===== config.mk =====
export PLATFORM = sky130hd
export DESIGN_NAME = alu_cmd_sequencer
export DESIGN_NICKNAME = d
export VERILOG_FILES = /design/src/rtl/alu_cmd_sequencer.sv
export SDC_FILE = /design/constraint.sdc
export NUM_CORES = 1
export LEC_CHECK = 0
export BUFFER_PORTS_ARGS = -buffer_cell sky130_fd_sc_hd__buf_2
export CAP_MARGIN = 25
export CORE_MARGIN = 2
export CORE_UTILIZATION = 59
export DETAILED_ROUTE_END_ITERATION = 10
export GPL_TIMING_DRIVEN = 0
export PLACE_DENSITY_LB_ADDON = 0.08
export SETUP_SLACK_MARGIN = 0.02
export SLEW_MARGIN = 20
export SYNTH_ARGS = -nofsm -noshare
export SYNTH_HDL_FRONTEND = slang
export SYNTH_SLANG_ARGS = --single-unit
export TNS_END_PERCENT = 50

===== constraint.sdc =====
create_clock -name clk -period 4.2 [get_ports clk]
set_input_delay 0.42 -clock clk [delete_from_list [all_inputs] [get_ports clk]]
set_output_delay 0.42 -clock clk [all_outputs]
set_load 0.02 [all_outputs]

===== src/rtl/alu_cmd_sequencer.sv =====
// alu_cmd_sequencer: queues ALU commands, replays them one at a time to an
// external combinational ALU, and returns each result as a registered response.
//
// Ports:
//   clk, rst_n            clock, asynchronous active-low reset
//   cmd_valid/cmd_ready   command handshake; cmd_a, cmd_b operands, cmd_sel opcode
//   alu_a, alu_b, alu_sel registered operands/opcode driven to the ALU
//   alu_result            combinational ALU result
//   rsp_valid/rsp_ready   response handshake
//   rsp_result, rsp_sel   captured result and the opcode that produced it
//   rsp_zero, rsp_neg     result == 0, result[3]
//   op_count              completed-response counter (wraps)
module alu_cmd_sequencer #(
   parameter int unsigned DEPTH = 4
) (
   input  logic       clk,
   input  logic       rst_n,
   input  logic       cmd_valid,
   output logic       cmd_ready,
   input  logic [3:0] cmd_a,
   input  logic [3:0] cmd_b,
   input  logic [1:0] cmd_sel,
   output logic [3:0] alu_a,
   output logic [3:0] alu_b,
   output logic [1:0] alu_sel,
   input  logic [3:0] alu_result,
   output logic       rsp_valid,
   input  logic       rsp_ready,
   output logic [3:0] rsp_result,
   output logic [1:0] rsp_sel,
   output logic       rsp_zero,
   output logic       rsp_neg,
   output logic [7:0] op_count
);

   localparam int unsigned DW = 4;
   localparam int unsigned SW = 2;
   localparam int unsigned EW = 2 * DW + SW;
   localparam int unsigned AW = $clog2(DEPTH);
   localparam int unsigned CW = AW + 1;

   typedef enum logic [1:0] {
      ST_IDLE  = 2'd0,
      ST_DRIVE = 2'd1,
      ST_HOLD  = 2'd2
   } state_e;

   // Command FIFO storage and bookkeeping
   logic [EW-1:0] mem_q [DEPTH];
   logic [AW-1:0] wr_ptr_q, rd_ptr_q;
   logic [CW-1:0] count_q, count_d;
   logic          push_c, pop_c, empty_c;
   logic [DW-1:0] head_a_c, head_b_c;
   logic [SW-1:0] head_sel_c;

   // Sequencer state
   state_e        state_q, state_d;
   logic [DW-1:0] alu_a_q, alu_a_d, alu_b_q, alu_b_d;
   logic [SW-1:0] alu_sel_q, alu_sel_d;
   logic          rsp_valid_q, rsp_valid_d;
   logic [DW-1:0] rsp_result_q, rsp_result_d;
   logic [SW-1:0] rsp_sel_q, rsp_sel_d;
   logic          rsp_zero_q, rsp_zero_d;
   logic          rsp_neg_q, rsp_neg_d;
   logic [7:0]    op_count_q, op_count_d;

   // Ready depends on the registered fill count only, so it reads 1 in reset
   assign cmd_ready = (count_q != CW'(DEPTH));
   assign empty_c   = (count_q == '0);
   assign push_c    = cmd_valid && cmd_ready;
   assign {head_a_c, head_b_c, head_sel_c} = mem_q[rd_ptr_q];
   assign count_d   = count_q + CW'(push_c) - CW'(pop_c);

   // FIFO payload; contents are don't-care while the count says empty
   always_ff @(posedge clk) begin
      if (push_c) begin
         mem_q[wr_ptr_q] <= {cmd_a, cmd_b, cmd_sel};
      end
   end

   // FIFO pointers and fill count; power-of-2 depth lets pointers wrap naturally
   always_ff @(posedge clk or negedge rst_n) begin
      if (!rst_n) begin
         wr_ptr_q <= '0;
         rd_ptr_q <= '0;
         count_q  <= '0;
      end else begin
         if (push_c) wr_ptr_q <= wr_ptr_q + AW'(1);
         if (pop_c)  rd_ptr_q <= rd_ptr_q + AW'(1);
         count_q <= count_d;
      end
   end

   // Sequencer state and registered outputs
   always_ff @(posedge clk or negedge rst_n) begin
      if (!rst_n) begin
         state_q      <= ST_IDLE;
         alu_a_q      <= '0;
         alu_b_q      <= '0;
         alu_sel_q    <= '0;
         rsp_valid_q  <= 1'b0;
         rsp_result_q <= '0;
         rsp_sel_q    <= '0;
         rsp_zero_q   <= 1'b0;
         rsp_neg_q    <= 1'b0;
         op_count_q   <= '0;
      end else begin
         state_q      <= state_d;
         alu_a_q      <= alu_a_d;
         alu_b_q      <= alu_b_d;
         alu_sel_q    <= alu_sel_d;
         rsp_valid_q  <= rsp_valid_d;
         rsp_result_q <= rsp_result_d;
         rsp_sel_q    <= rsp_sel_d;
         rsp_zero_q   <= rsp_zero_d;
         rsp_neg_q    <= rsp_neg_d;
         op_count_q   <= op_count_d;
      end
   end

   // Next-state: load head -> drive ALU one cycle -> hold response until taken
   always_comb begin
      state_d      = state_q;
      alu_a_d      = alu_a_q;
      alu_b_d      = alu_b_q;
      alu_sel_d    = alu_sel_q;
      rsp_valid_d  = rsp_valid_q;
      rsp_result_d = rsp_result_q;
      rsp_sel_d    = rsp_sel_q;
      rsp_zero_d   = rsp_zero_q;
      rsp_neg_d    = rsp_neg_q;
      op_count_d   = op_count_q;
      pop_c        = 1'b0;
      case (state_q)
         ST_IDLE: begin
            if (!empty_c) begin
               alu_a_d   = head_a_c;
               alu_b_d   = head_b_c;
               alu_sel_d = head_sel_c;
               pop_c     = 1'b1;
               state_d   = ST_DRIVE;
            end
         end
         ST_DRIVE: begin
            rsp_result_d = alu_result;
            rsp_sel_d    = alu_sel_q;
            rsp_zero_d   = (alu_result == '0);
            rsp_neg_d    = alu_result[DW-1];
            rsp_valid_d  = 1'b1;
            state_d      = ST_HOLD;
         end
         ST_HOLD: begin
            // rsp_valid is always high here, so rsp_ready alone completes the handshake
            if (rsp_ready) begin
               op_count_d  = op_count_q + 8'd1;
               rsp_valid_d = 1'b0;
               if (!empty_c) begin
                  alu_a_d   = head_a_c;
                  alu_b_d   = head_b_c;
                  alu_sel_d = head_sel_c;
                  pop_c     = 1'b1;
                  state_d   = ST_DRIVE;
               end else begin
                  state_d = ST_IDLE;
               end
            end
         end
         default: state_d = ST_IDLE;
      endcase
   end

   assign alu_a      = alu_a_q;
   assign alu_b      = alu_b_q;
   assign alu_sel    = alu_sel_q;
   assign rsp_valid  = rsp_valid_q;
   assign rsp_result = rsp_result_q;
   assign rsp_sel    = rsp_sel_q;
   assign rsp_zero   = rsp_zero_q;
   assign rsp_neg    = rsp_neg_q;
   assign op_count   = op_count_q;

endmodule


After elaboration in Yosys (flattened, before gate mapping)
Memories as Yosys holds them, arrays and structs flattened.
Cells that the tools add are included.
{"block": "classes", "n_addsub": 5, "n_eq_ne": 5, "n_mux": 20, "n_reduce_logical": 10}
{"op": "2-to-1 mux 4 bit", "n": 4}
{"op": "case mux 4 bit (2 select lines)", "n": 2}
{"op": "adder 8 x 1 -> 8 bit, second input constant", "n": 1}
{"op": "2-to-1 mux 2 bit", "n": 4}
{"op": "AND reduction 2 bit", "n": 4}
{"op": "2-to-1 mux 1 bit", "n": 6}
{"op": "case mux 2 bit (3 select lines)", "n": 1}
{"op": "adder 2 x 1 -> 2 bit, second input constant", "n": 2}
{"op": "logical NOT 4 bit", "n": 1}
{"op": "!= test 2 bit, second input constant", "n": 2}
{"op": "case mux 1 bit (2 select lines)", "n": 2}
{"op": "case mux 2 bit (2 select lines)", "n": 1}
{"op": "nonzero test 2 bit", "n": 2}
{"op": "adder 3 x 1 -> 3 bit", "n": 1}
{"op": "logical NOT 3 bit", "n": 1}
{"op": "!= test 3 bit, second input constant", "n": 1}
{"op": "subtractor 3 x 1 -> 3 bit", "n": 1}
{"op": "== test 2 x 1 -> 1 bit, second input constant", "n": 1}
{"op": "== test 2 bit, second input constant", "n": 1}
{"op": "logical NOT 2 bit", "n": 1}
{"op": "logical AND 1 bit", "n": 1}
{"block": "totals", "reg_bits": 36, "ramBits": 40, "in_bits": 18, "elab_cells": 54, "n_memories": 1}
{"memory": "mem_q", "depth": 4, "word_bits": 10, "read_ports": 1, "rd_ports_with_merged_regs": 0, "wr": 1, "line_no": "49", "source": "logic [EW-1:0] mem_q [DEPTH];"}

Logic depth before layout (Yosys ltp)
Gate-level depths: netlist of the first run.
{"block": "logic_depth", "word_depth": 5, "mapped_depth": 9, "mapped_depth_nobuf": 9}

Least setup slack after synthesis of the first run
No wires, ideal clock.
{"block": "synth_path", "path_type": "register -> register", "startpoint": "register count_q[1]", "endpoint": "register count_q[2]", "setup_time_ns": 0.123, "arrival_ns": 2.016, "required_ns": 4.077, "path_slack_ns": 2.061, "stages_incl_launch_ff": 10, "path_buffers": 0, "synth_period_minus_slack_ns": 2.139, "path_cell_list": "dfrtp_1 -> or3b_4 -> and2_4 -> inv_1 -> ha_1 -> inv_1 -> ha_1 -> fa_1 -> xnor2_1 -> xnor2_1"}
{"element": "start: declaration", "line_no": "51", "source": "logic [CW-1:0] count_q, count_d;"}
{"element": "start signal: assignment", "line_no": "90", "source": "count_q <= count_d;"}
{"element": "!= test 3 bit", "line_no": "68", "source": "assign cmd_ready = (count_q != CW'(DEPTH));"}
{"element": "via cmd_ready", "line_no": "19", "source": "output logic cmd_ready,"}
{"element": "logical AND 1 bit", "line_no": "70", "source": "assign push_c = cmd_valid && cmd_ready;"}
{"element": "adder 3 x 1 -> 3 bit", "line_no": "72", "source": "assign count_d = count_q + CW'(push_c) - CW'(pop_c);"}
{"element": "subtractor 3 x 1 -> 3 bit", "line_no": "72"}
{"element": "via count_d[2]", "line_no": "51"}
The timed path passes the listed nets, and every way through them passes these cells.
A chain may end at the register's enable or synchronous reset.

Worst setup path after layout of the first run
{"block": "layout_path", "startpoint": "register count_q[1]", "endpoint": "register count_q[2]"}
{"block": "layout_between", "elab_chain_cells": 5}
{"element": "logical NOT 3 bit *", "line_no": "69", "source": "assign empty_c = (count_q == '0);"}
{"element": "2-to-1 mux 1 bit *", "line_no": "136, 157"}
{"element": "2-to-1 mux 1 bit", "line_no": "154", "source": "if (rsp_ready) begin"}
{"element": "case mux 1 bit (2 select lines) *", "line_no": "134", "source": "case (state_q)"}
{"element": "via pop_c", "line_no": "52", "source": "logic push_c, pop_c, empty_c;"}
{"element": "subtractor 3 x 1 -> 3 bit *", "line_no": "72"}
{"element": "via count_d[2]", "line_no": "51"}
The timed path passes the listed nets; every way through them passes the cells marked *.

==> reports/summary.txt, run 1 <==
ys async rst share -> 46.7%
Tmin final -> 2.37 ns
RePlAce Congestion -> 0.724
drc violations -> 0
pin count of the biggest net entering global routing -> 36
starting density of the core -> 62.3%
first-pass GRT wire length -> 7.58 mm
row count -> 25
total power -> 2.62 mW
core area -> 4820 um2
share of cells above drive strength 1 -> 41.8%
critical path arrival -> 2.62 ns
vias in the first global route -> 1578
Setup Fix Bufs, Post-CTS -> 0
# IOs -> 46
H-tree depth -> 3
Antenna Nets Post-Route -> 0
FF-to-FF path depth -> 9
final-report setup violation count -> 0
Hold Vio Cnt, Final -> 0
post-CTS resize count -> 0
Slew headroom -> 50.1%
clock sink total -> 75
CP endpoint -> count_q[2]
DR pass1 iterations -> 4
Die X -> 75.3 um
RSZ-0062 raised after global routing -> no
Leak -> 1.47 nW
Clk pwr share -> 17.7%
Mapped Nets -> 190
I/O Buffers -> 45
# nets final -> 246
Slew Limit Fails -> 0
PD cells -> 755 nW/um2
grt ovf -> 0
DR vias -> 1566
# fillers -> 343
ys flop type -> edfxtp_1
1st-iter DRT viols -> 81
drt wl/cell -> 16.3 um
GRT Resource Usage Total -> 19.3%
FF-to-FF Start -> count_q[1]
WP data required -> 4.45 ns
Clk Tree Root Cell -> clkbuf_8
Max Root-Sink Buffers -> 2
Seq/Total Area, Yosys -> 69.2%
sequential cell area -> 2080 um2
Reg clk slew, reported paths -> 0.07 ns
post-layout util -> 72.1%
initial antenna violation count -> 0
Syn Area/Cell -> 18.3 um2
worst-path maximum fanout -> 10
Synth Register Bits -> 75
post-synthesis instance total -> 164
Netlist cell types -> 32
Slew @ Worst Pin -> 0.749 ns
max-cap violations -> 0
die footprint -> 5670 um2
Internal -> 1.74 mW
DP HPWL -> 3.35 mm
crit end category -> register
Post-Route WL -> 4.75 mm
Hold Path Class -> input pin to asynchronous set/reset pin
clock latency on the worst-skew pair -> 0.34 ns
fmax -> 422 MHz
synth warn -> 0
reg-to-reg endpoint -> count_q[2]
Max VDD drop -> 389 uV
Critical Path Source -> count_q[1]
type of origin of the critical path -> register
CTS buffer count -> 9
combinational power share -> 38.0%
Switching Power -> 880 uW
# diodes -> 0
final worst-path cycle share -> 56.4%
crit path kind -> register to register
CTS tree -> yes
EDFF count, synth -> 40
setup TNS -> 0 ns
die height -> 75.3 um
flop-to-flop setup slack -> 1.83 ns
Cell Area, Synth -> 3000 um2
status -> completed
sequential share of power -> 44.3%
switching part of the total -> 33.6%
Hold Buf Count CTS -> 0
area of the multi-input gates -> 865 um2
DR vias/cell -> 5.36
Syn-to-layout area delta -> 15.7%
Setup Skew -> 0.00471 ns
[cell usage in the layout, fill, tap and decap left out, drive strengths merged]
cell / synthesis / routed
nor4b: 1 / 1
nor2: 1 / 1
mux2: 18 / 18
nand2b: 2 / 2
nor3: 5 / 5
nand3b: 1 / 1
and4b: 1 / 1
fa: 1 / 1
o21ai: 2 / 2
clkbuf: 0 / 12
mux4: 10 / 10
nand2: 4 / 4
and3: 5 / 5
nand4: 1 / 1
dfrtp: 35 / 35
buf: 5 / 50
inv: 6 / 6
nand3: 3 / 3
clkinv: 0 / 4
and2: 1 / 1
or4: 1 / 1
nor2b: 1 / 1
edfxtp: 40 / 40
ha: 7 / 7
or3b: 1 / 1
xnor2: 6 / 6
xor2: 6 / 6
[logic make-up after synthesis]
logic type | count (synthesis) | share of synthesized area [%]
flip-flops | 75 | 69.2
multiplexers | 28 | 15.3
AND/OR/NAND/NOR | 28 | 6.13
XOR/XNOR | 12 | 3.50
buffers and inverters | 11 | 1.96
adder cells (fa/ha/maj) | 8 | 3.59
AO/OA/AOI/OAI | 2 | 0.333
[worst min-delay path by stage]
| stage | start | depth (start not counted) | slack, ns | to |
|---|---|---|---|---|
| 5_1_grt | rst_n | 1 | 0.21 | alu_a[2] |
| 2_1_floorplan | rst_n | 0 | 0.12 | alu_a[0] |
| 3_3_place_gp | op_count[7] | 1 | 0.45 | op_count[7] |
| 6_report | rst_n | 1 | 0.14 | rsp_sel[1] |
| 3_5_place_dp | op_count[7] | 1 | 0.47 | op_count[7] |
| 4_1_cts | rst_n | 1 | 0.16 | rsp_sel[1] |
[cell usage after synthesis, types with 3 or more instances]
library cell | number | share of area, %
nor3_1 | 3 | 0.50
dfrtp_1 | 35 | 29
mux2_4 | 8 | 4.0
ha_1 | 7 | 2.9
xor2_1 | 6 | 1.8
inv_1 | 6 | 0.75
nand3_1 | 3 | 0.50
xnor2_1 | 6 | 1.8
edfxtp_1 | 40 | 40
mux2_2 | 6 | 2.3
mux2_1 | 4 | 1.5
and3_2 | 4 | 1.0
nand2_1 | 4 | 0.50
mux4_2 | 10 | 7.5
[power by group through the flow]
stage	registers, mW	logic, mW	clock network, mW
2_1_floorplan	1.28	0.628	0
3_3_place_gp	1.16	0.982	0
3_5_place_dp	1.18	1.01	0
4_1_cts	1.16	1.02	0.473
5_1_grt	1.19	1.08	0.506
6_report	1.16	0.996	0.464
[metrics by stage]
step / worst slack [ns] / hold slack, ns / std cells / cell area (um2)
floorplan: 2.06 / 0.124 / 164 / 3000
global placement: 1.88 / 0.452 / 276 / 3310
detailed placement: 1.78 / 0.473 / 276 / 3310
CTS: 1.81 / 0.157 / 292 / 3470
global route: 1.76 / 0.207 / 292 / 3470
finish: 1.83 / 0.144 / 292 / 3470
[per-layer routing]
layer  vias up  track usage, %  routed length, um
li1        721               -                  -
met1       789            23.0               1980
met2        46            31.8               2420
met3        10            4.63                213
met4         0            12.1                140
met5         -               0                  0
[registers in the layout (all words and copies together) (netlist names), 3 cells and up]
| name | count |
|---|---|
| count_q | 3 |
| mem_q | 40 |
| alu_a | 4 |
| op_count | 8 |
| rsp_result | 4 |
| alu_b | 4 |
[worst max-delay path, cell delays in order, from the launching register on]
cell and delay, ns:
dfrtp_1 0.41, nor3_2 0.31, nor3_2 0.11, buf_4 0.21
ha_1 0.28, inv_1 0.04, ha_1 0.18, fa_1 0.38
xnor2_1 0.20, xnor2_1 0.16
[final cells by class]
cell class                 instances  area share (%)
sequential                        75            59.8
multi-input combinational         78            24.9
timing repair buffer              45            6.49
clock buffer                      12            4.18
tap                               67            2.41
buffer                             5            1.05
inverter                           6           0.649
clock inverter                     4           0.505
Power figures use the tool's default switching activity.
==> run 2, diff against run 1 <==
- ABC_AREA: default -> 1
- CORE_UTILIZATION: 59 -> 51
- clock period: 4.2 -> 2.1 ns (I/O delays scaled with it)
==> run 2 against run 1 <==
  * Clock skew up 0.0040 ns
  * Critical path depth unchanged
  * Worst setup slack worse by 1.7 ns
  * Non-clock buffer count up 7
  * Combinational power up 120%
  * Flip-flop and latch count unchanged
  * Largest power group unchanged
  * Clock power up 130%
  * First-iteration DRC count up 4.9%
  * Sequential share of layout area down 3.5 points
  * Worst hold slack worse by 0.070 ns
  * Critical endpoint unchanged
==> reports/summary.txt, run 2 <==
status -> completed
final worst-path cycle share -> 94.6%
Placed Instance Area -> 3460 um2
pin count of the biggest net entering global routing -> 36
Crit-path slowest cell -> dfrtp_1
Cell Area, Synth -> 3140 um2
DR vias -> 2064
Post-Route WL -> 5.73 mm
drc violations -> 0
Setup WS post-layout -> 0.114 ns
Max Root-Sink Buffers -> 2
# diodes -> 0
initial antenna violation count -> 0
Netlist cell types -> 25
starting density of the core -> 53.0%
I/O Buffers -> 45
max reg flops -> 40
CTS tree -> yes
Post-Place Worst Slack -> -0.0185 ns
EDFF count, synth -> 40
commonest cells after routing, fill and taps aside -> 74 x nand2_1, 48 x nor2_1, 48 x buf_2, 40 x edfxtp_1, 35 x dfrtp_1
Reg clk slew, reported paths -> 0.08 ns
share of cells above drive strength 1 -> 23.4%
setup TNS -> 0 ns
Leak -> 1.69 nW
RSZ-0062 raised after global routing -> no
count leader, synth -> nand2_1
CTS buffer count -> 9
# nets final -> 375
clock sink total -> 75
1st-iter DRT viols -> 85
crit path kind -> register to register
Cell Count, Final, Fillers Out -> 429
final instance area -> 3680 um2
# IOs -> 46
Synth Register Bits -> 75
CP cell instances -> nand3b_1, nand3_4, inv_2, buf_6, ha_1, inv_1, ha_2, fa_2, xor2_1
total power -> 5.61 mW
ys flop type -> edfxtp_1
Die X -> 82.4 um
Synth area leaders -> edfxtp_1 38%, dfrtp_1 28%, nand2_1 8.9%
Tmin final -> 1.99 ns
first-pass GRT wire length -> 9.18 mm
fmax -> 503 MHz
drt wl/cell -> 13.4 um
worst-path maximum fanout -> 10
GRT Resource Usage Total -> 18.9%
cell count after placement -> 409
die footprint -> 6790 um2
Slew @ Worst Pin -> 0.961 ns
ys async rst share -> 46.7%
Mapped Nets -> 315
Seq/Total Area, Yosys -> 66.2%
Reg with most FFs -> mem_q
synth warn -> 0
critical path arrival -> 2.20 ns
WP data required -> 2.31 ns
Syn Area/Cell -> 10.9 um2
type of origin of the critical path -> register
Synth area leader -> edfxtp_1
PD cells -> 1520 nW/um2
Hold Path Class -> input pin to register
crit end category -> register
Slew Limit Fails -> 0
clock latency on the worst-skew pair -> 0.34 ns
Clk Tree Root Cell -> clkbuf_8
post-synth top area share -> 38.3%
Post-synth top cells -> 74 x nand2_1, 48 x nor2_1, 40 x edfxtp_1, 35 x dfrtp_1
slowest cell delay on critical path -> 0.41 ns
core area -> 5920 um2
RePlAce Congestion -> 0.750
Syn-to-layout area delta -> 17.5%
Antenna Nets Post-Route -> 0
Slew headroom -> 35.7%
H-tree depth -> 3
max-cap violations -> 0
post-synthesis instance total -> 289
DP HPWL -> 3.77 mm
die height -> 82.4 um
row count -> 28
commonest non-fill, non-tap cell in the layout -> nand2_1
grt ovf -> 0
Setup Skew -> 0.00872 ns
DR pass1 iterations -> 4
Max VDD drop -> 730 uV
vias in the first global route -> 1902
final-report setup violation count -> 0
Hold Vio Cnt, Final -> 0
DR vias/cell -> 4.81
-- run 2: cell types whose count changed after synthesis, sizes merged, moves of 5 or more --
cell   delta
nand2    +73
nor2     +50
o21ai    +21
inv      +18
mux2     -18
mux4     -10
and3      -5
nand3     +5
nor3      -5
-- run 2: worst paths after layout --
kind,slack [ns],cells past startpoint,from,end
setup / recovery,0.11,9,count_q[2],count_q[2]
max in group asynchronous,1.10,2,rst_n,op_count[2]
hold reg to reg,0.47,2,rsp_valid,rsp_valid
hold / removal,0.07,2,alu_result[3],rsp_zero
setup reg to reg,0.11,9,count_q[2],count_q[2]
min in group asynchronous,0.50,2,rst_n,alu_a[0]
-- run 2: report_power, final --
| part | switching, mW | leakage, nW | internal, mW |
|---|---|---|---|
| Clock | 0.523 | 0.0947 | 0.545 |
| Combinational | 1.44 | 0.798 | 0.794 |
| Sequential | 0.267 | 0.797 | 2.04 |
| Total | 2.23 | 1.69 | 3.38 |
-- run 2: cell type report --
class / count / area, um2
Multi-Input combinational cell: 182 / 922
Buffer: 8 / 52.6
Clock inverter: 7 / 67.6
Sequential cell: 75 / 2080
Fill cell: 502 / 2240
Inverter: 24 / 90.1
Timing Repair Buffer: 49 / 258
Clock buffer: 9 / 124
Tap cell: 75 / 93.8
-- run 2: cells by family (layout without fill, tap and decap cells) --
| family | Yosys count | after routing | share of synthesized area (%) |
|---|---|---|---|
| and+or+nand+nor | 139 | 139 | 19.0 |
| buffers and inverters | 32 | 97 | 4.55 |
| DFF | 75 | 75 | 66.2 |
| xor gates and xnor gates | 9 | 9 | 2.51 |
| adders and majority gates | 8 | 8 | 3.43 |
| AOI/OAI and AO/OA | 26 | 26 | 4.31 |
-- run 2: timing repair --
item                                   in CTS  in global routing
pin swaps                                   2                  2
setup endpoints to repair                   1                  1
endpoints found under the hold margin      35                  0
hold buffers                                1                  0
setup buffers                               1                  2
gates resized for setup                     1                  2
-- run 2: critical path, delay by kind of cell, from the launching register on --
family	cells	cell delay (ns)
xor gates and xnor gates	1	0.17
adders and majority gates	3	0.75
buffers and inverters	3	0.21
DFF	1	0.41
and+or+nand+nor	2	0.33
-- run 2: metal layers --
| metal | vias up | routed length, um | GRT usage, % |
|---|---|---|---|
| met2 | 45 | 2780 | 31.0 |
| met1 | 953 | 2630 | 24.0 |
| li1 | 1059 | - | - |
| met5 | - | 0 | 0 |
| met3 | 7 | 247 | 3.80 |
| met4 | 0 | 73 | 9.33 |
-- run 2: per-stage QoR --
step	util, %	hold slack (ns)
floorplan	-	-0.0856
global placement	58.4	0.335
detailed placement	58.4	0.338
CTS	61.9	0.0514
global route	62.2	0.0550
finish	62.2	0.0743
==> run 3, diff against run 2 <==
- PLACE_DENSITY: default -> 0.75
- PLACE_DENSITY_LB_ADDON: 0.08 -> default
==> run 3 against run 2 <==
  * Clock skew increased by 0.0019 ns
  * Final area decreased by 0.61%
  * Clock power decreased by 13%
  * Register-to-register slack about the same
  * Clock-buffer cell count unchanged
  * Routed wire length decreased by 2.6%
  * Sequential share of layout area increased by 0.35 points
  * Maximum frequency decreased by 0.54%
  * Worst setup slack got worse by 0.011 ns
  * Core utilization decreased by 0.38 points
  * Sequential power about the same
  * Worst hold slack got worse by 0.0043 ns
  * Critical path type unchanged
  * Critical endpoint unchanged
  * Largest cell class unchanged
  * Largest power group unchanged
==> reports/summary.txt, run 3 (synthesis results as in run 2) <==
status -> completed
final-report setup violation count -> 0
crit path kind -> register to register
cell count after placement -> 409
Hold Slack -> 0.0700 ns
max reg flops -> 40
crit end category -> register
Die X -> 82.4 um
clock sink total -> 75
Hold Vio Cnt, Final -> 0
Syn-to-layout area delta -> 16.8%
commonest cells after routing, fill and taps aside -> 74 x nand2_1, 48 x buf_2, 47 x nor2_1, 40 x edfxtp_1, 35 x dfrtp_1
Placed Instance Area -> 3460 um2
first-pass GRT wire length -> 9.03 mm
DR vias -> 2089
PD cells -> 1500 nW/um2
# diodes -> 0
die footprint -> 6790 um2
Post-Place Worst Slack -> -0.0353 ns
Leak -> 1.67 nW
RePlAce Congestion -> 0.704
Slew Limit Fails -> 0
row count -> 28
Max Root-Sink Buffers -> 2
1st-iter DRT viols -> 126
RSZ-0062 raised after global routing -> no
DR pass1 iterations -> 5
type of origin of the critical path -> register
die height -> 82.4 um
DP HPWL -> 3.78 mm
final worst-path cycle share -> 95.1%
H-tree depth -> 3
Post-Route WL -> 5.58 mm
Antenna Nets Post-Route -> 0
Cell Count, Final, Fillers Out -> 429
drt wl/cell -> 13.0 um
worst-path maximum fanout -> 10
max-cap violations -> 0
DR vias/cell -> 4.87
Setup Skew -> 0.0106 ns
# fillers -> 507
drc violations -> 0
# nets final -> 375
critical path arrival -> 2.23 ns
Slew @ Worst Pin -> 0.968 ns
grt ovf -> 0
fmax -> 501 MHz
WP data required -> 2.33 ns
final instance area -> 3660 um2
Setup WS post-layout -> 0.103 ns
commonest non-fill, non-tap cell in the layout -> nand2_1
I/O Buffers -> 45
Reg clk slew, reported paths -> 0.08 ns
core area -> 5920 um2
# IOs -> 46
GRT Resource Usage Total -> 18.8%
Reg with most FFs -> mem_q
vias in the first global route -> 1976
clock latency on the worst-skew pair -> 0.35 ns
Hold Path Class -> input pin to register
starting density of the core -> 53.0%
share of cells above drive strength 1 -> 23.7%
CTS buffer count -> 9
Slew headroom -> 35.2%
Clk Tree Root Cell -> clkbuf_8
Max VDD drop -> 725 uV
initial antenna violation count -> 0
Tmin final -> 2.00 ns
post-layout util -> 61.9%
pin count of the biggest net entering global routing -> 36
CTS tree -> yes
-- run 3: final cells by class --
class / instances / area, um2 / area share [%]
sequential: 75 / 2080 / 56.7
multi-input combinational: 182 / 922 / 25.2
timing repair buffer: 49 / 258 / 7.04
clock buffer: 9 / 124 / 3.38
tap: 75 / 93.8 / 2.56
inverter: 24 / 90.1 / 2.46
buffer: 8 / 52.6 / 1.43
clock inverter: 7 / 45.0 / 1.23
-- run 3: final timing paths --
| path | cells after the start | to | slack [ns] | startpoint |
|---|---|---|---|---|
| max reg2reg | 9 | count_q[2] | 0.10 | count_q[2] |
| min in group asynchronous | 2 | alu_sel[0] | 0.48 | rst_n |
| min reg2reg | 2 | alu_b[2] | 0.47 | alu_b[2] |
| max in group asynchronous | 2 | alu_b[3] | 1.12 | rst_n |
| min | 2 | rsp_zero | 0.07 | alu_result[3] |
| max | 9 | count_q[2] | 0.10 | count_q[2] |
-- run 3: critical path: stages, from the launching register on --
cell	delay (ns)
dfrtp_1	0.41
nand3b_1	0.22
nand3_4	0.09
inv_2	0.04
buf_6	0.13
ha_1	0.27
inv_1	0.04
ha_1	0.18
fa_2	0.34
xor2_1	0.16
-- run 3: metal layers --
layer | up-vias | part of all wire (%) | GRT usage (%)
met5 | - | 0 | 0
met2 | 67 | 49 | 30.7
met4 | 0 | 1.2 | 6.67
met3 | 4 | 6.8 | 7.50
met1 | 964 | 43 | 22.6
li1 | 1054 | - | -
-- run 3: timing repair --
action | CTS | global route
setup buffers | 2 | 1
pin swaps | 2 | 2
setup endpoints to repair | 1 | 1
hold endpoints to repair | 35 | 0
gates cloned | 0 | 0
gates resized for setup | 1 | 2
hold buffers | 1 | 0
-- run 3: per-stage QoR --
step	total power, mW	TNS, ns
2_1_floorplan	3.86	0
3_3_place_gp	4.43	0
3_5_place_dp	4.54	-0.0353
4_1_cts	5.52	0
5_1_grt	5.96	0
6_report	5.48	0
-- run 3: power by group --
group	total, mW	internal, mW	switching (mW)
logic	2.24	0.799	1.44
clock network	0.933	0.421	0.512
registers	2.31	2.04	0.267
total	5.48	3.26	2.22
